File: src/rtl/gpp_bus_pkg.sv
// Shared types and the round-robin search helper for the GPP bus arbiter.
package gpp_bus_pkg;

    typedef enum logic {ARB_IDLE, ARB_BUSY} arb_state_t;

    // Widest request vector the helper handles; callers zero-extend into it.
    localparam int RR_MAX_REQ = 16;
    localparam int RR_IDX_W   = 4;

    typedef struct packed {
        logic                found;
        logic [RR_IDX_W-1:0] index;
    } rr_pick_t;

    // First asserted request at or after pointer, ascending, wrapping at num_req.
    function automatic rr_pick_t rr_pick(input logic [RR_MAX_REQ-1:0] req,
                                         input logic [RR_IDX_W-1:0]   pointer,
                                         input int unsigned           num_req);
        rr_pick_t            r;
        int unsigned         idx;
        logic [RR_IDX_W-1:0] idx_n;
        r = '0;
        for (int unsigned k = 0; k < RR_MAX_REQ; k++) begin
            idx   = (int'(pointer) + k) % num_req;
            idx_n = RR_IDX_W'(idx);
            if ((k < num_req) && !r.found && req[idx_n]) begin
                r.found = 1'b1;
                r.index = idx_n;
            end
        end
        return r;
    endfunction

endpackage

File: src/rtl/bus_mux_arbiter_mux.sv
// Plain N:1 data multiplexer driven by the arbiter's registered select.
module multiplexer #(
    parameter int SEL_WIDTH  = 2,
    parameter int DATA_WIDTH = 8
) (
    input  logic [SEL_WIDTH-1:0]  sel,
    input  logic [DATA_WIDTH-1:0] data [2**SEL_WIDTH-1:0],
    output logic [DATA_WIDTH-1:0] bus_out
);

    // Zero-latency selection of the current owner's word.
    assign bus_out = data[sel];

endmodule

File: src/rtl/bus_mux_arbiter.sv
// Round-robin owner of a shared data bus with bounded hold time.
module bus_mux_arbiter
    import gpp_bus_pkg::*;
#(
    parameter int SEL_WIDTH  = 2,
    parameter int DATA_WIDTH = 8,
    parameter int MAX_HOLD   = 4
) (
    input  logic                    clk,
    input  logic                    reset_n,
    input  logic [2**SEL_WIDTH-1:0] req,
    input  logic [DATA_WIDTH-1:0]   data [2**SEL_WIDTH-1:0],
    output logic [2**SEL_WIDTH-1:0] grant,
    output logic [SEL_WIDTH-1:0]    sel,
    output logic [DATA_WIDTH-1:0]   bus_out,
    output logic                    bus_valid
);

    localparam int NUM_REQ = 2**SEL_WIDTH;
    localparam int HOLD_W  = (MAX_HOLD > 0) ? $clog2(MAX_HOLD + 1) : 1;
    localparam logic [HOLD_W-1:0] HOLD_LAST = HOLD_W'((MAX_HOLD > 0) ? MAX_HOLD - 1 : 0);
    localparam logic [HOLD_W-1:0] HOLD_SAT  = '1;

    arb_state_t          state;
    logic [SEL_WIDTH-1:0] pointer;
    logic [HOLD_W-1:0]    hold_cnt;

    logic [SEL_WIDTH-1:0] next_ptr;
    logic                 owner_req;
    logic                 timeout_hit;
    rr_pick_t             pick_idle;
    rr_pick_t             pick_rel;
    rr_pick_t             pick_to;
    logic                 unused_pick;

    function automatic logic [NUM_REQ-1:0] onehot(input logic [SEL_WIDTH-1:0] i);
        logic [NUM_REQ-1:0] v;
        v    = '0;
        v[i] = 1'b1;
        return v;
    endfunction

    // Candidate winners for each way the bus can change hands this cycle.
    always_comb begin
        next_ptr    = sel + SEL_WIDTH'(1);
        owner_req   = |(req & grant);
        timeout_hit = (MAX_HOLD != 0) && (hold_cnt == HOLD_LAST);
        pick_idle   = rr_pick(RR_MAX_REQ'(req), RR_IDX_W'(pointer), NUM_REQ);
        pick_rel    = rr_pick(RR_MAX_REQ'(req), RR_IDX_W'(next_ptr), NUM_REQ);
        pick_to     = rr_pick(RR_MAX_REQ'(req & ~grant), RR_IDX_W'(next_ptr), NUM_REQ);
    end

    // Index bits above SEL_WIDTH are always zero; fold them away explicitly.
    assign unused_pick = ^{pick_idle, pick_rel, pick_to};

    // Arbitration FSM: idle grant, release hand-off and hold-time preemption.
    always_ff @(posedge clk or negedge reset_n) begin
        if (!reset_n) begin
            state    <= ARB_IDLE;
            grant    <= '0;
            sel      <= '0;
            pointer  <= '0;
            hold_cnt <= '0;
        end else begin
            case (state)
                ARB_IDLE: begin
                    if (pick_idle.found) begin
                        state    <= ARB_BUSY;
                        grant    <= onehot(SEL_WIDTH'(pick_idle.index));
                        sel      <= SEL_WIDTH'(pick_idle.index);
                        hold_cnt <= '0;
                    end
                end
                ARB_BUSY: begin
                    if (!owner_req) begin
                        pointer <= next_ptr;
                        if (pick_rel.found) begin
                            grant    <= onehot(SEL_WIDTH'(pick_rel.index));
                            sel      <= SEL_WIDTH'(pick_rel.index);
                            hold_cnt <= '0;
                        end else begin
                            state <= ARB_IDLE;
                            grant <= '0;
                        end
                    end else if (timeout_hit) begin
                        hold_cnt <= '0;
                        if (pick_to.found) begin
                            pointer <= next_ptr;
                            grant   <= onehot(SEL_WIDTH'(pick_to.index));
                            sel     <= SEL_WIDTH'(pick_to.index);
                        end
                    end else if (hold_cnt != HOLD_SAT) begin
                        hold_cnt <= hold_cnt + HOLD_W'(1);
                    end
                end
                default: begin
                    state <= ARB_IDLE;
                    grant <= '0;
                end
            endcase
        end
    end

    assign bus_valid = |grant;

    multiplexer #(
        .SEL_WIDTH (SEL_WIDTH),
        .DATA_WIDTH(DATA_WIDTH)
    ) u_mux (
        .sel    (sel),
        .data   (data),
        .bus_out(bus_out)
    );

endmodule
File: config.mk
export PLATFORM = sky130hd
export DESIGN_NAME = bus_mux_arbiter
export DESIGN_NICKNAME = d
export VERILOG_FILES = /design/src/rtl/gpp_bus_pkg.sv /design/src/rtl/bus_mux_arbiter_mux.sv /design/src/rtl/bus_mux_arbiter.sv
export SDC_FILE = /design/constraint.sdc
export NUM_CORES = 1
export LEC_CHECK = 0
export BUFFER_PORTS_ARGS = -buffer_cell sky130_fd_sc_hd__buf_4
export CAP_MARGIN = 40
export CELL_PAD_IN_SITES_DETAIL_PLACEMENT = 0
export CELL_PAD_IN_SITES_GLOBAL_PLACEMENT = 1
export CORE_AREA = 2 2 62 64
export CTS_CLUSTER_DIAMETER = 100
export DETAILED_ROUTE_END_ITERATION = 8
export DIE_AREA = 0 0 64 66
export HOLD_SLACK_MARGIN = 0.06
export PLACE_DENSITY = 0.91
export SLEW_MARGIN = 30
export SYNTH_ARGS = -nofsm -noshare
export SYNTH_HDL_FRONTEND = slang
export SYNTH_HIERARCHICAL = 1
export SYNTH_SLANG_ARGS = --single-unit
File: constraint.sdc
create_clock -name clk -period 2.35 [get_ports clk]
set_input_delay 0.1175 -clock clk [delete_from_list [all_inputs] [get_ports clk]]
set_output_delay 0.1175 -clock clk [all_outputs]
set_load 0.01 [all_outputs]
After elaboration in Yosys (flattened, before gate mapping) --
Index checks and enable logic that the tools add are counted. W data, S select, Z words.
Operators by class: $add $sub $neg 8, reduce and logical (&&, ||, !) cells 27, eq/ne operators 9, mux-type cells 69, $lt $le $gt $ge 15, bitwise operators 4
Operators by type and width (count):
- $mux W5 | 12
- $lt A2 B5 Y1 const B | 8
- $bmux W1 S2 | 12
- $mux W4 | 5
- $mux W1 | 18
- $bmux W8 S2 | 1
- $mux W2 | 8
- $mux W3 | 5
- $logic_and A1 B1 Y1 | 12
- $lt A2 B3 Y1 const B | 4
- $logic_not A1 Y1 | 9
- $reduce_and A3 Y1 | 3
- $add A2 B2 Y2 const B | 4
- $and A4 B4 Y4 | 2
- $mux W8 | 1
- $pmux W4 S2 | 1
- $reduce_or A4 Y1 | 2
- $add A2 B1 Y2 const B | 3
- $demux W1 S2 | 3
- $ge A2 B1 Y1 const B | 3
- $ne A3 B2 Y1 const B | 2
- $pmux W3 S2 | 1
- $ne A2 B1 Y1 const B | 2
- $ne A4 B2 Y1 const B | 1
- 10 further kinds | 10
Word-level totals: flip-flop bits (word level) 12, input port bits 38, output and inout bits 15, word-level logic and storage cells 137

Logic depth before layout (Yosys ltp) --
Gate-level depths: netlist of run 1.
depth after elaboration 22, mapped depth 7

Hierarchy --
Netlist of run 1, hierarchy kept.
By module, submodules not included:
- bus_mux_arbiter | instances 1, cells an instance 122, area an instance 1132.3 um^2
- multiplexer | instances 1, cells an instance 10, area an instance 196.4 um^2

Least setup slack after synthesis of run 1 --
No wires, ideal clock.
kind flip-flop to flip-flop, start register grant[3], end register grant[3], library setup time 120 ps, stages on the path, launching flop included 6, data arrival time 1496 ps, setup slack 734 ps, path through dfrtp_1 nand2b_2 and4_4 o311ai_4 o221ai_2 o211a_1
On the way: word-level cells in the longest chain between the ends 22
Ends and longest elaborated chain:
- start: declaration | RTL line bus_mux_arbiter.sv:13 | output logic [2**SEL_WIDTH-1:0] grant,
- start signal: assignment | RTL line bus_mux_arbiter.sv:69 | grant <= onehot(SEL_WIDTH'(pick_idle.index));
- start signal: assignment | RTL line bus_mux_arbiter.sv:78 | grant <= onehot(SEL_WIDTH'(pick_rel.index));
- start signal: assignment | RTL line bus_mux_arbiter.sv:89 | grant <= onehot(SEL_WIDTH'(pick_to.index));
- $not A4 Y4 | RTL line bus_mux_arbiter.sv:50 | pick_to = rr_pick(RR_MAX_REQ'(req & ~grant), RR_IDX_W'(next_ptr), NUM_REQ);
- $and A4 B4 Y4 | RTL line bus_mux_arbiter.sv:50
- $bmux W1 S2 | RTL line gpp_bus_pkg.sv:26 | if ((k < num_req) && !r.found && req[idx_n]) begin
- $mux W1 (not written as such) | RTL line gpp_bus_pkg.sv:26
- $mux W5 | RTL line gpp_bus_pkg.sv:26
- $logic_not A1 Y1 | RTL line gpp_bus_pkg.sv:26
- $logic_and A1 B1 Y1 | RTL line gpp_bus_pkg.sv:26
- $mux W5 | RTL line gpp_bus_pkg.sv:26
- [6 not listed]
- $lt A2 B3 Y1 (not written as such) or $ge A2 B1 Y1 (tied branches) | RTL line bus_mux_arbiter.sv:39 | v[i] = 1'b1;
- $logic_and A1 B1 Y1 (not written as such) | RTL line bus_mux_arbiter.sv:39
- $mux W1 (not written as such) | RTL line bus_mux_arbiter.sv:39
- $demux W1 S2 | RTL line bus_mux_arbiter.sv:39
- $mux W4 | RTL line bus_mux_arbiter.sv:87 | if (pick_to.found) begin
- $mux W4 | RTL line bus_mux_arbiter.sv:85 | end else if (timeout_hit) begin
- $mux W4 | RTL line bus_mux_arbiter.sv:75 | if (!owner_req) begin
- $pmux W4 S2 | RTL line bus_mux_arbiter.sv:65 | case (state)
Parallel ways exist; a longest one is shown, timed or not. The select of a mux whose other input is x is not followed. A chain may end at the register's enable or synchronous reset.

Worst setup path after layout of run 1 --
start register sel[0], end output port bus_out[2]
On the way: word-level cells in the longest chain between the ends 2
Ends and longest elaborated chain:
- start: declaration | RTL line bus_mux_arbiter.sv:14 | output logic [SEL_WIDTH-1:0] sel,
- start signal: assignment | RTL line bus_mux_arbiter.sv:70 | sel <= SEL_WIDTH'(pick_idle.index);
- start signal: assignment | RTL line bus_mux_arbiter.sv:79 | sel <= SEL_WIDTH'(pick_rel.index);
- start signal: assignment | RTL line bus_mux_arbiter.sv:90 | sel <= SEL_WIDTH'(pick_to.index);
- $bmux W8 S2 | RTL line bus_mux_arbiter_mux.sv:12 | assign bus_out = data[sel];
- $mux W8 (not written as such) | RTL line bus_mux_arbiter_mux.sv:12
- end: declaration | RTL line bus_mux_arbiter.sv:15 | output logic [DATA_WIDTH-1:0] bus_out,
Every way passes these cells. The select of a mux whose other input is x is not followed.

==> impl.org, run 1 <==
** Timing
- At the pin with the least slew margin, the transition time is around 0.77 ns.
- Maximum clock rate :: ~510 MHz
- Setup repair after global routing missed its margin :: no
- After routing, the total negative slack on setup checks comes to 0 ns.
- The final-report max-slew violation count came to 0.
- Across the routed clock network, the largest skew measured is 0.00439 ns.
- For the finished layout, the period the worst path requires is about 1.9 ns.
- Of the available clock period, the critical path in the final layout requires 0.829.
- Measured against its own limit, the worst slew margin works out to 0.483.
- Hold Vio Cnt, Final :: 0
- Setup violations remaining at the end of the flow were counted as 0.
- Setup slack closes at 0.402 ns.
- Hold timing on the final database bottoms out at a slack of 0.209 ns.

** Floorplanning
- The core region is 0.00355 mm2.
- Boundary Pins :: 53
- The die covers 0.00422 mm2.
- Chip Width :: between 60 and 70 um
- The initialized floorplan defines 22 standard-cell rows.
- The initial utilization of the core area, before any placement, comes to 0.374.
- Vertical die dimension :: 66 um

** Power and ir drop
- The analysis attributes to cell leakage a power of 0.791 nW.
- Dividing total power by cell area gives a power density of 1060 mW/mm2.
- IR Drop Worst-Case VDD :: 0.000510 V

** Drt
- The detailed router finished its first iteration with 55 violations.
- DRC violations left :: 0
- Drt wl/cell :: approximately 17 um
- Once detail routing completed, the nets flagged for antenna violations numbered 0.
- Wires add up to 3.92 mm.
- Iteration count of the initial detailed-routing pass :: 4
- Routed wire length on met3 :: approximately 330 um
- In this run the top signal layer used is met4.
- Detailed routing inserted a total of 1288 vias.
- The detailed router put a total of 1.50 mm of wire on met1.
- Detail Route met2 WL :: just over 2 mm
- Post-detailed-route via-to-cell ratio :: 5.62

** Finish
- Ratio of cells with drive above 1 in the final layout :: 0.425
- Relative to the synthesized area, the layout overhead comes to 32.1%.
- The count of cells in the finished layout, fillers not included, comes to approximately 230.
- For this run, the post-layout net count is between 200 and 250.
- 0 antenna diodes ended up in the layout.

** Min path
- The path class of the tightest hold or removal check is in2async.

** Global routing
- GRT Resource Usage Total :: 0.192
- Overflow after GRT :: 0
- The initial antenna violation count was 0.
- The via count of the first global-routing pass came to 1325.
- The first global-routing pass estimated 6.24 mm of wire.
- Entering global routing, the biggest net connects 24 pins.

** Yosys
- Number of library cell types mapped by synthesis :: 52
- Averaged over all synthesized cells, the footprint is 10.1 um2.
- Of the post-synthesis cell area, the dominant cell type holds 0.226.
- Cell type with the highest aggregate area in the netlist :: dfrtp_1
- By count the netlist is led by 12 x dfrtp_1, 10 x inv_1, 8 x mux4_2, 8 x nand2_1.
- Sequential area share after synthesis :: 0.226
- Number of enable flip-flop cells after synthesis :: 0
- Counting every instance in the synthesized netlist gives around 130.
- Synth area leaders :: dfrtp_1 23%, mux4_2 14%, nand2b_1 3.3%
- Synth Cell Area :: around 0.0013 mm2
- Share of async-settable or async-resettable flops after synthesis :: 1.00
- Nets in the synthesized netlist :: approximately 170
- #FFs+latches synth :: 12
- Most instantiated library cell after synthesis :: dfrtp_1
- For this run, the number of Yosys warnings is 6.
- Main synth FF type :: dfrtp_1

** Place
- Last weighted congestion value of the routability-driven placer :: 0.836
- Total of buffers placed on input and output ports :: between 50 and 60
- At the placement stage, the worst setup path has a slack of about 0.46 ns.
- Detail Placement HPWL :: 3.19 mm
- Placed insts :: approximately 230

** Critical path
- Worst r2r path cells :: 5
- Crit. End Element :: output pin
- The largest individual stage delay along the critical path comes from the cell dfrtp_1.
- Slowest cell delay on critical path :: 0.56 ns
- Cell mode on critical path :: buf_4
- At the worst endpoint, the required time is 2.23 ns.
- Worst reg-to-reg setup slack :: a little over 0.4 ns
- Data on the critical path arrives at its endpoint at 1.83 ns.
- Series of cell instances along the critical path :: buf_4 -> mux4_2 -> buf_4
- Startpoint types :: flop
- Largest fanout on the critical path :: 10
- Crit Path Class :: reg2out

** CTS
- Once the clock tree was built, the setup fixing pass inserted 0 buffers.
- CTS Hold Bufs :: 1
- H-tree levels :: 1
- In this run the deepest clock path goes through 2 buffers.
- Buffers inserted during clock tree synthesis total 3.
- Clock-pin slew was measured on the worst setup and hold paths at 0.07 ns.
- Clock tree from TritonCTS :: yes
- Worst skew pair latency :: 0.27 ns
- The clock drives 12 sinks.
- Gates resized, CTS repair :: 0
- Clock tree synthesis selected as its root buffer the cell clkbuf_4.

** Run status
- The run finished with clean final reports.

** Flow run
- Across the run, the number of max-cap violations was 0.
## sequential cells by signal, summed over array words and instances, names as in the netlist
name      flops
hold_cnt      3
state         1
pointer       2
grant         4
sel           2
## critical path: cells and delay by family (launching register included)
family / cells / cell delay, ns
buffers and inverters: 2 / 0.44
flip-flops: 1 / 0.56
multiplexers: 1 / 0.55
## layer usage
metal | vias to the layer above | global-route usage
met5 | - | 0
met4 | 0 | 0.0353
met3 | 4 | 0.0375
met2 | 62 | 0.398
met1 | 611 | 0.194
li1 | 611 | -
## final timing paths
check                                              from                 endpoint
max in group asynchronous                       reset_n     grant[0]$_DFFE_PN0P_
worst min register to register  hold_cnt[0]$_DFFE_PN0P_  hold_cnt[0]$_DFFE_PN0P_
worst max-delay path                 sel[0]$_DFFE_PN0P_               bus_out[2]
worst min-delay path                            reset_n  hold_cnt[0]$_DFFE_PN0P_
min in group clk                                 req[0]          state$_DFF_PN0_
worst max register to register       sel[1]$_DFFE_PN0P_     grant[2]$_DFFE_PN0P_
## cell type report
| class | count | area, um2 |
|---|---|---|
| Tap cell | 48 | 60.1 |
| Inverter | 10 | 37.5 |
| Clock buffer | 3 | 22.5 |
| Timing Repair Buffer | 54 | 408 |
| Multi-Input combinational cell | 102 | 927 |
| Sequential cell | 12 | 300 |
| Fill cell | 340 | 1800 |
## kinds of logic (layout without fill, tap and decap cells)
kind of cell / count (synthesis) / count (layout) / synth area share
xor+xnor: 1 / 1 / 0.00659
compound gates: 37 / 37 / 0.250
simple gates: 49 / 49 / 0.249
mux: 14 / 14 / 0.183
buf+inv: 18 / 67 / 0.0763
flops: 12 / 12 / 0.226
fa+ha+maj: 1 / 1 / 0.00941
## layout by cell type (no fill, tap or decap), types with 2 or more instances in the layout
cell type and n:
buf_4 53, dfrtp_1 12, inv_1 10, nand2_1 8, mux4_2 8, nand2b_1 7
o21ai_0 7, nand3_1 5, nor2_1 5, a21oi_1 4, nand3b_1 4, a211oi_1 4
mux2i_1 4, clkbuf_4 3, a22oi_4 2, a21o_1 2, nor2b_1 2, nor3_2 2
nand4b_1 2, nand4_1 2, o211a_1 2, a31oi_1 2, o21a_1 2, mux2_2 2
## stage by stage
stage	util	power (mW)	instance area, um2
5_1_grt	0.494	2.00	1760
3_5_place_dp	0.485	1.73	1720
2_1_floorplan	-	1.33	1330
4_1_cts	0.494	1.86	1760
6_report	0.494	1.86	1760
3_3_place_gp	0.485	1.70	1720
## power breakdown
group / switching, mW / internal, mW / leakage (nW)
clock: 0.0648 / 0.0593 / 0.0138
sequential: 0.190 / 0.291 / 0.145
combinational: 0.578 / 0.677 / 0.632
total: 0.832 / 1.03 / 0.791
Power figures use the tool's default switching activity.
==> run 2, diff against run 1 <==
--- a/config.mk
+++ b/config.mk
@@ -9,12 +9,12 @@
 export CAP_MARGIN = 40
 export CELL_PAD_IN_SITES_DETAIL_PLACEMENT = 0
 export CELL_PAD_IN_SITES_GLOBAL_PLACEMENT = 1
-export CORE_AREA = 2 2 62 64
+export CORE_AREA = 2 2 68 70
 export CTS_CLUSTER_DIAMETER = 100
 export DETAILED_ROUTE_END_ITERATION = 8
-export DIE_AREA = 0 0 64 66
+export DIE_AREA = 0 0 70 72
 export HOLD_SLACK_MARGIN = 0.06
-export PLACE_DENSITY = 0.91
+export PLACE_DENSITY = 0.81
 export SLEW_MARGIN = 30
 export SYNTH_ARGS = -nofsm -noshare
 export SYNTH_HDL_FRONTEND = slang
==> constraint.sdc (replaced) <==
create_clock -name clk -period 1.6 [get_ports clk]
set_input_delay 0.08 -clock clk [delete_from_list [all_inputs] [get_ports clk]]
set_output_delay 0.08 -clock clk [all_outputs]
set_load 0.01 [all_outputs]
==> impl.org, run 2 (synthesis results as in run 1) <==
** Floorplanning
- The y dimension of the die came to 72 um (+9.1%).
- The number of placement rows is 24 (+9.1%).
- Initial core utilization :: 0.312 (-0.0626)
- Chip Width :: 70 um (+9.4%)
- Boundary Pins :: 53 (unchanged)
- The standard cell core area was 0.00426 mm2 (+20%).
- The area enclosed by the die boundary is 0.00504 mm2 (+19%).

** Finish
- Registers with the highest flip-flop counts :: grant (4), hold_cnt (3)
- Ratio of cells with drive above 1 in the final layout :: 0.545 (+0.120)
- The number of filler instances in the final layout was 421 (+24%).
- Number of nets in the layout :: 240 (+8.1%)
- Top library cells by usage in the layout, fill and taps aside :: 69 x buf_4, 10 x inv_1, 8 x nand2_1, 8 x mux4_2, 7 x dfrtp_1
- The number of flip-flops in the largest register is 4 (unchanged).
- Top reg by flops :: grant
- The number of standard cells in the layout, taps in and fillers out is 252 (+10%).
- The library cell used most frequently in the layout, excluding fill and tap cells, is buf_4.
- The antenna diode instance count was 0 (unchanged).
- Relative to the synthesized area, the layout overhead comes to 49.9%.
- Final core area utilization :: 0.467 (-0.0272)
- The post-route cell area is 0.00199 mm2 (+13%).

** Drt
- The number of nets with antenna violations after detailed routing came to 0 (unchanged).
- DRC violations left :: 0 (unchanged)
- Post-detailed-routing wire length :: 4.45 mm (+13%)
- Iteration count of the initial detailed-routing pass :: 4 (unchanged)
- Post-detailed-route via-to-cell ratio :: 5.50 (-2.2%)
- Number of DRC violations after detailed-routing iteration 0 :: 85 (+55%)
- The average wire per standard cell came to 17.6 um (+3.0%).
- Detailed-route via count :: 1386 (+7.6%)

** Place
- Detail Placement HPWL :: 3.46 mm (+8.4%)
- The port buffer count came to 52 (unchanged).
- Last weighted congestion value of the routability-driven placer :: 0.920 (+10%)
- Placed insts :: 240 (+6.7%)
- Post-detailed-placement cell area :: 0.00181 mm2 (+5.1%)

** Critical path
- The endpoint identified for the worst register-to-register timing path is sel[0]$_DFFE_PN0P_.
- CP Launch Point :: sel[1]$_DFFE_PN0P_
- Following the worst setup path forward leads to its endpoint at sel[0]$_DFFE_PN0P_.
- The peak fanout along the critical path is 5 (-5).
- Start of the worst register-to-register path :: sel[1]$_DFFE_PN0P_
- Crit. End Element :: flop
- Crit Path Class :: reg2reg
- The depth of the worst register-to-register path came to 5 (unchanged).
- The required time of the critical path came to 1.76 ns (-0.47 ns).
- STA classifies the critical path startpoint as a flop.
- Worst reg-to-reg setup slack :: -0.01 ns (-0.42 ns)
- The critical path arrival is 1.77 ns (-0.06 ns).

** Timing
- Final min period :: 1.61 ns
- In the finished design, the share of the clock period the worst path needs comes to 1.01.
- The final-report max-slew violation count came to 0 (unchanged).
- Derived from the worst setup path, the maximum achievable clock frequency is 620 MHz.
- The final critical-path setup slack is -0.0138 ns (-0.416 ns).
- The worst-margin pin slew was 0.398 ns (-0.377 ns).
- Hold Vio Cnt, Final :: 0 (unchanged)
- Count of final setup violators :: 1 (+1)
- Worst setup skew after layout :: 0.00182 ns (-0.00257 ns)
- Slew headroom :: 0.735 (+0.251)
- The worst-case hold slack came to 0.215 ns (+0.00559 ns).
- Setup repair after global routing missed its margin :: yes

** Global routing
- Pin count of the biggest net entering global routing :: 16 (-33%)
- GRT Resource Usage Total :: 0.171 (-0.0210)
- The global-route congestion overflow total came to 0 (unchanged).
- The via count of the first global-routing pass came to 1303 (-1.7%).
- The initial antenna violation count came to 0 (unchanged).
- First-pass GRT wire length :: 6.71 mm (+7.4%)

** Power and ir drop
- The maximum vdd drop was 0.000790 V (+55%).
- The standby leakage power is 0.907 nW (+15%).
- Total power consumption of the routed design :: 3.34 mW (+80%)
- Power Dens Cells :: 1680 mW/mm2 (+58%)

** CTS
- H-tree levels :: 1 (unchanged)
- Total clock buffers created by CTS :: 3 (unchanged)
- The clock-pin slew on the worst setup and hold paths is 0.05 ns (-0.02 ns).
- Worst skew pair latency :: 0.24 ns (-0.03 ns)
- The clock tree buffer depth came to 2 (unchanged).
- The TritonCTS sink count is 12 (unchanged).
- Clock tree synthesis selected as its root buffer the cell clkbuf_8.
- Clock tree from TritonCTS :: yes

** Run status
- The checks that failed: negative setup slack.
- Status :: complete, but fails checks

** Min path
- Type of the tightest min-delay check :: in2async

** Flow run
- The reported max-cap violation count came to 0 (unchanged).
[run 2: cell count changes in the layout (fill, tap and decap cells not counted), sizes merged]
cell / before / now
buf: 53 / 71
clkbuf: 3 / 4
[run 2: worst max-delay path, stage by stage (launching register included)]
cell and delay [ns]:
dfrtp_2 0.44, or3b_4 0.41, a21oi_2 0.18, nor3_2 0.10
mux2_2 0.27, mux2i_1 0.13
[run 2: timing repair]
item	in CTS	in global routing
resized for setup	6	13
endpoints found under the hold margin	12	0
setup endpoints to repair	10	8
pin swaps	0	10
hold buffers	1	0
setup buffers	2	7
[run 2: routing by layer]
metal  track usage  wire (um)  vias to the layer above
met2         0.308       2290                       78
met5             0          0                        -
met4        0.0385         34                        0
met1         0.212       1720                      651
met3        0.0319        399                        5
li1              -          -                      652
[run 2: per-stage QoR]
stage	setup TNS [ns]	worst slack, ns
6_report	-0.0138	-0.0138
5_1_grt	-0.509	-0.100
4_1_cts	0	0.0103
3_5_place_dp	-0.00112	-0.00112
3_3_place_gp	-0.000614	-0.000614
2_1_floorplan	0	0.00337
[run 2: layout make-up]
cell class	instances	area (um2)	share of cell area
repair buffers	72	551	0.276
inverters	10	37.5	0.0188
well taps	52	65.1	0.0327
flip-flops and latches	12	307	0.154
clock buffers	4	55.1	0.0276
multi-input cells	102	977	0.491
[run 2: power breakdown]
group	switching [mW]	total (mW)	internal, mW
combinational	1.08	2.40	1.32
sequential	0.167	0.609	0.442
clock	0.115	0.333	0.218
[run 2: how the worst min path moves through the flow]
stage	slack, ns	start	to
CTS	0.21	reset_n	hold_cnt[1]$_DFFE_PN0P_
floorplan	-0.22	reset_n	grant[0]$_DFFE_PN0P_
global placement	-0.07	reset_n	hold_cnt[1]$_DFFE_PN0P_
global route	0.23	reset_n	hold_cnt[1]$_DFFE_PN0P_
detailed placement	-0.07	reset_n	hold_cnt[1]$_DFFE_PN0P_
finish	0.22	reset_n	hold_cnt[0]$_DFFE_PN0P_
==> run 3, diff against run 2 <==
--- a/config.mk
+++ b/config.mk
@@ -9,12 +9,14 @@
 export CAP_MARGIN = 40
 export CELL_PAD_IN_SITES_DETAIL_PLACEMENT = 0
 export CELL_PAD_IN_SITES_GLOBAL_PLACEMENT = 1
-export CORE_AREA = 2 2 68 70
+export CORE_AREA = 2 2 76 63
 export CTS_CLUSTER_DIAMETER = 100
 export DETAILED_ROUTE_END_ITERATION = 8
-export DIE_AREA = 0 0 70 72
+export DIE_AREA = 0 0 78 65
+export GPL_TIMING_DRIVEN = 0
 export HOLD_SLACK_MARGIN = 0.06
 export PLACE_DENSITY = 0.81
+export SETUP_SLACK_MARGIN = 0.2
 export SLEW_MARGIN = 30
 export SYNTH_ARGS = -nofsm -noshare
 export SYNTH_HDL_FRONTEND = slang
==> impl.org, run 3 (synthesis results as in run 1) <==
** Floorplanning
- The horizontal extent of the die came to 78 um (+11%).
- The area enclosed by the die boundary came to 0.00507 mm2 (+0.60%).
- Core box area :: 0.00440 mm2 (+3.3%)
- Initial core utilization :: 0.302 (-0.00992)
- Boundary Pins :: 53 (unchanged)
- The number of placement rows came to 22 (-8.3%).
- Vertical die dimension :: 65 um (-9.7%)

** CTS
- The total CTS buffers is 3 (unchanged).
- Clk pin slew, worst setup/hold paths :: 0.05 ns (about the same)
- Worst skew pair latency :: 0.24 ns (about the same)
- H-tree levels :: 1 (unchanged)
- The root buffer cell chosen for the clock tree is clkbuf_8.
- Number of buffers on the longest clock path :: 2 (unchanged)
- Clock tree from TritonCTS :: yes
- CTS sink count :: 12 (unchanged)

** Place
- Last weighted congestion value of the routability-driven placer :: 0.823 (-11%)
- Detail Placement HPWL :: 3.26 mm (-5.9%)
- Placed insts :: 244 (+1.7%)
- The port buffer count came to 52 (unchanged).
- The placed instance area is 0.00185 mm2 (+2.3%).

** Finish
- The number of filler instances in the final layout was 413 (-1.9%).
- Final core area utilization :: 0.496 (+0.0292)
- Final non-filler cell area :: 0.00219 mm2 (+9.7%)
- The number of standard cells in the layout, taps in and fillers out came to 264 (+4.8%).
- Antenna diode count :: 0 (unchanged)
- The register with the most flip-flops in the final layout is grant.
- The total number of nets in the final design came to 244 (+1.7%).
- The share of final-layout standard cells stronger than drive strength 1 is 0.618 (+0.0726).
- The largest registers in the layout are grant (4), hold_cnt (3).
- Leaving out fill and tap cells, the most frequent cell in the layout is buf_4.
- The top cell types in the final layout, fill and taps aside, are 54 x buf_4, 20 x buf_6, 9 x inv_1.
- Max reg flops :: 4 (unchanged)
- Layout area overhead :: 64.5%

** Global routing
- Via count of the first global-routing pass :: 1333 (+2.3%)
- Pin count of the biggest net entering global routing :: 13 (-3)
- First-pass GRT wire length :: 6.60 mm (-1.5%)
- GRT Resource Usage Total :: 0.170 (-0.000549)
- The global-route congestion overflow total is 0 (unchanged).
- The initial antenna violation count came to 0 (unchanged).

** Timing
- Final worst hold slack :: 0.205 ns (-0.00974 ns)
- The tightest slew margin relative to the limit came to 0.772 (+0.0371).
- The final period demand of the worst path was 1.59 ns (-0.0199 ns).
- Maximum clock rate :: 627 MHz (+1.2%)
- The setup skew after layout is 0.00321 ns (+0.00140 ns).
- The final-report max-slew violation count was 0 (unchanged).
- The worst-margin pin slew came to 0.340 ns (-0.0577 ns).
- The final setup violation count came to 0 (-1).
- Tcrit/Tclk final :: 0.996 (-0.0124)
- Setup repair after global routing missed its margin :: yes
- Hold Vio Cnt, Final :: 0 (unchanged)

** Critical path
- The critical path is of the reg2out type.
- The worst setup path is launched from a flop.
- The required time of the critical path is 1.52 ns (-0.24 ns).
- The peak fanout along the critical path is 8 (+3).
- Data arrival time at the worst-slack endpoint :: 1.51 ns (-0.26 ns)
- The worst setup path is captured at an output pin.

** Power and ir drop
- The overall power after layout is 3.65 mW (+9.4%).
- IR Drop Worst-Case VDD :: 0.000793 V (+0.40%)
- The power per standard cell area came to 1670 mW/mm2 (-0.34%).
- The standby leakage power is 0.974 nW (+7.4%).

** Drt
- DRC violations left :: 0 (unchanged)
- Detailed-route via count :: 1403 (+1.2%)
- Drt wl/cell :: 16.4 um (-7.1%)
- After detailed routing, no signal wire sits above met4.
- Wire length on met1 :: 1.67 mm (-3.0%)
- The first-pass detailed-route iteration total came to 4 (unchanged).
- Post-detailed-routing wire length :: 4.33 mm (-2.7%)
- Detail Route met2 WL :: 2.23 mm (-2.7%)
- The violation count after the first detailed-routing iteration came to 81 (-4.7%).
- The number of nets with antenna violations after detailed routing is 0 (unchanged).
- Routed wire length on met3 :: 412 um (+3.3%)
- The via-per-instance ratio came to 5.31 (-3.4%).

** Run status
- The flow ran to the end, and the final reports show no timing, DRC or antenna violations.

** Min path
- Type of the tightest min-delay check :: in2async

** Flow run
- The reported max-cap violation count was 0 (unchanged).
[run 3: cell types whose count changed in the layout (fill, tap and decap cells not counted), sizes merged]
cell    delta
buf        +3
clkbuf     +1
[run 3: final timing paths]
| kind | endpoint | startpoint | cells after the start | slack (ns) |
|---|---|---|---|---|
| worst max-delay path | bus_out[0] | sel[0]$_DFFE_PN0P_ | 3 | 0.006 |
| worst min-delay path | grant[3]$_DFFE_PN0P_ | reset_n | 2 | 0.21 |
| worst max register to register | sel[0]$_DFFE_PN0P_ | grant[1]$_DFFE_PN0P_ | 5 | 0.006 |
| worst min register to register | hold_cnt[1]$_DFFE_PN0P_ | hold_cnt[1]$_DFFE_PN0P_ | 1 | 0.49 |
| max in group asynchronous | grant[1]$_DFFE_PN0P_ | reset_n | 2 | 1.23 |
| min in group clk | state$_DFF_PN0_ | req[0] | 4 | 0.34 |
[run 3: critical path: stages (launching register included)]
cell and delay (ns):
dfrtp_1 0.40, buf_6 0.18, mux4_2 0.54, buf_6 0.14
[run 3: area by class of cell]
type,count,area [um2],share of cell area
multi-input cells,102,1080,0.492
plain buffers,8,76.3,0.0349
flip-flops and latches,12,307,0.140
repair buffers,68,569,0.260
clock buffers,4,45.0,0.0206
inverters,10,37.5,0.0172
well taps,60,75.1,0.0343
[run 3: stage by stage]
step / TNS (ns) / setup slack, ns
finish: 0 / 0.00612
global route: -0.380 / -0.0760
CTS: -0.0359 / -0.0158
detailed placement: -0.0410 / -0.0406
global placement: -0.0259 / -0.0259
floorplan: 0 / 0.116
[run 3: power breakdown]
part	total, mW	leakage (nW)	internal (mW)	switching [mW]
Combinational	2.73	0.811	1.54	1.19
Sequential	0.637	0.140	0.443	0.194
Clock	0.288	0.0228	0.176	0.112
[run 3: timing repair]
item / CTS / global route
hold buffers: 1 / 0
endpoints found under the hold margin: 12 / 0
endpoints found under the setup margin: 18 / 19
buffers inserted: 10 / 5
pin swaps: 13 / 7
resized for setup: 33 / 10
cloned: 0 / 0
[run 3: routing by layer]
metal | global-route usage | vias to the layer above
met5 | 0 | -
li1 | - | 655
met1 | 0.192 | 677
met3 | 0.0585 | 4
met4 | 0.0395 | 0
met2 | 0.309 | 67
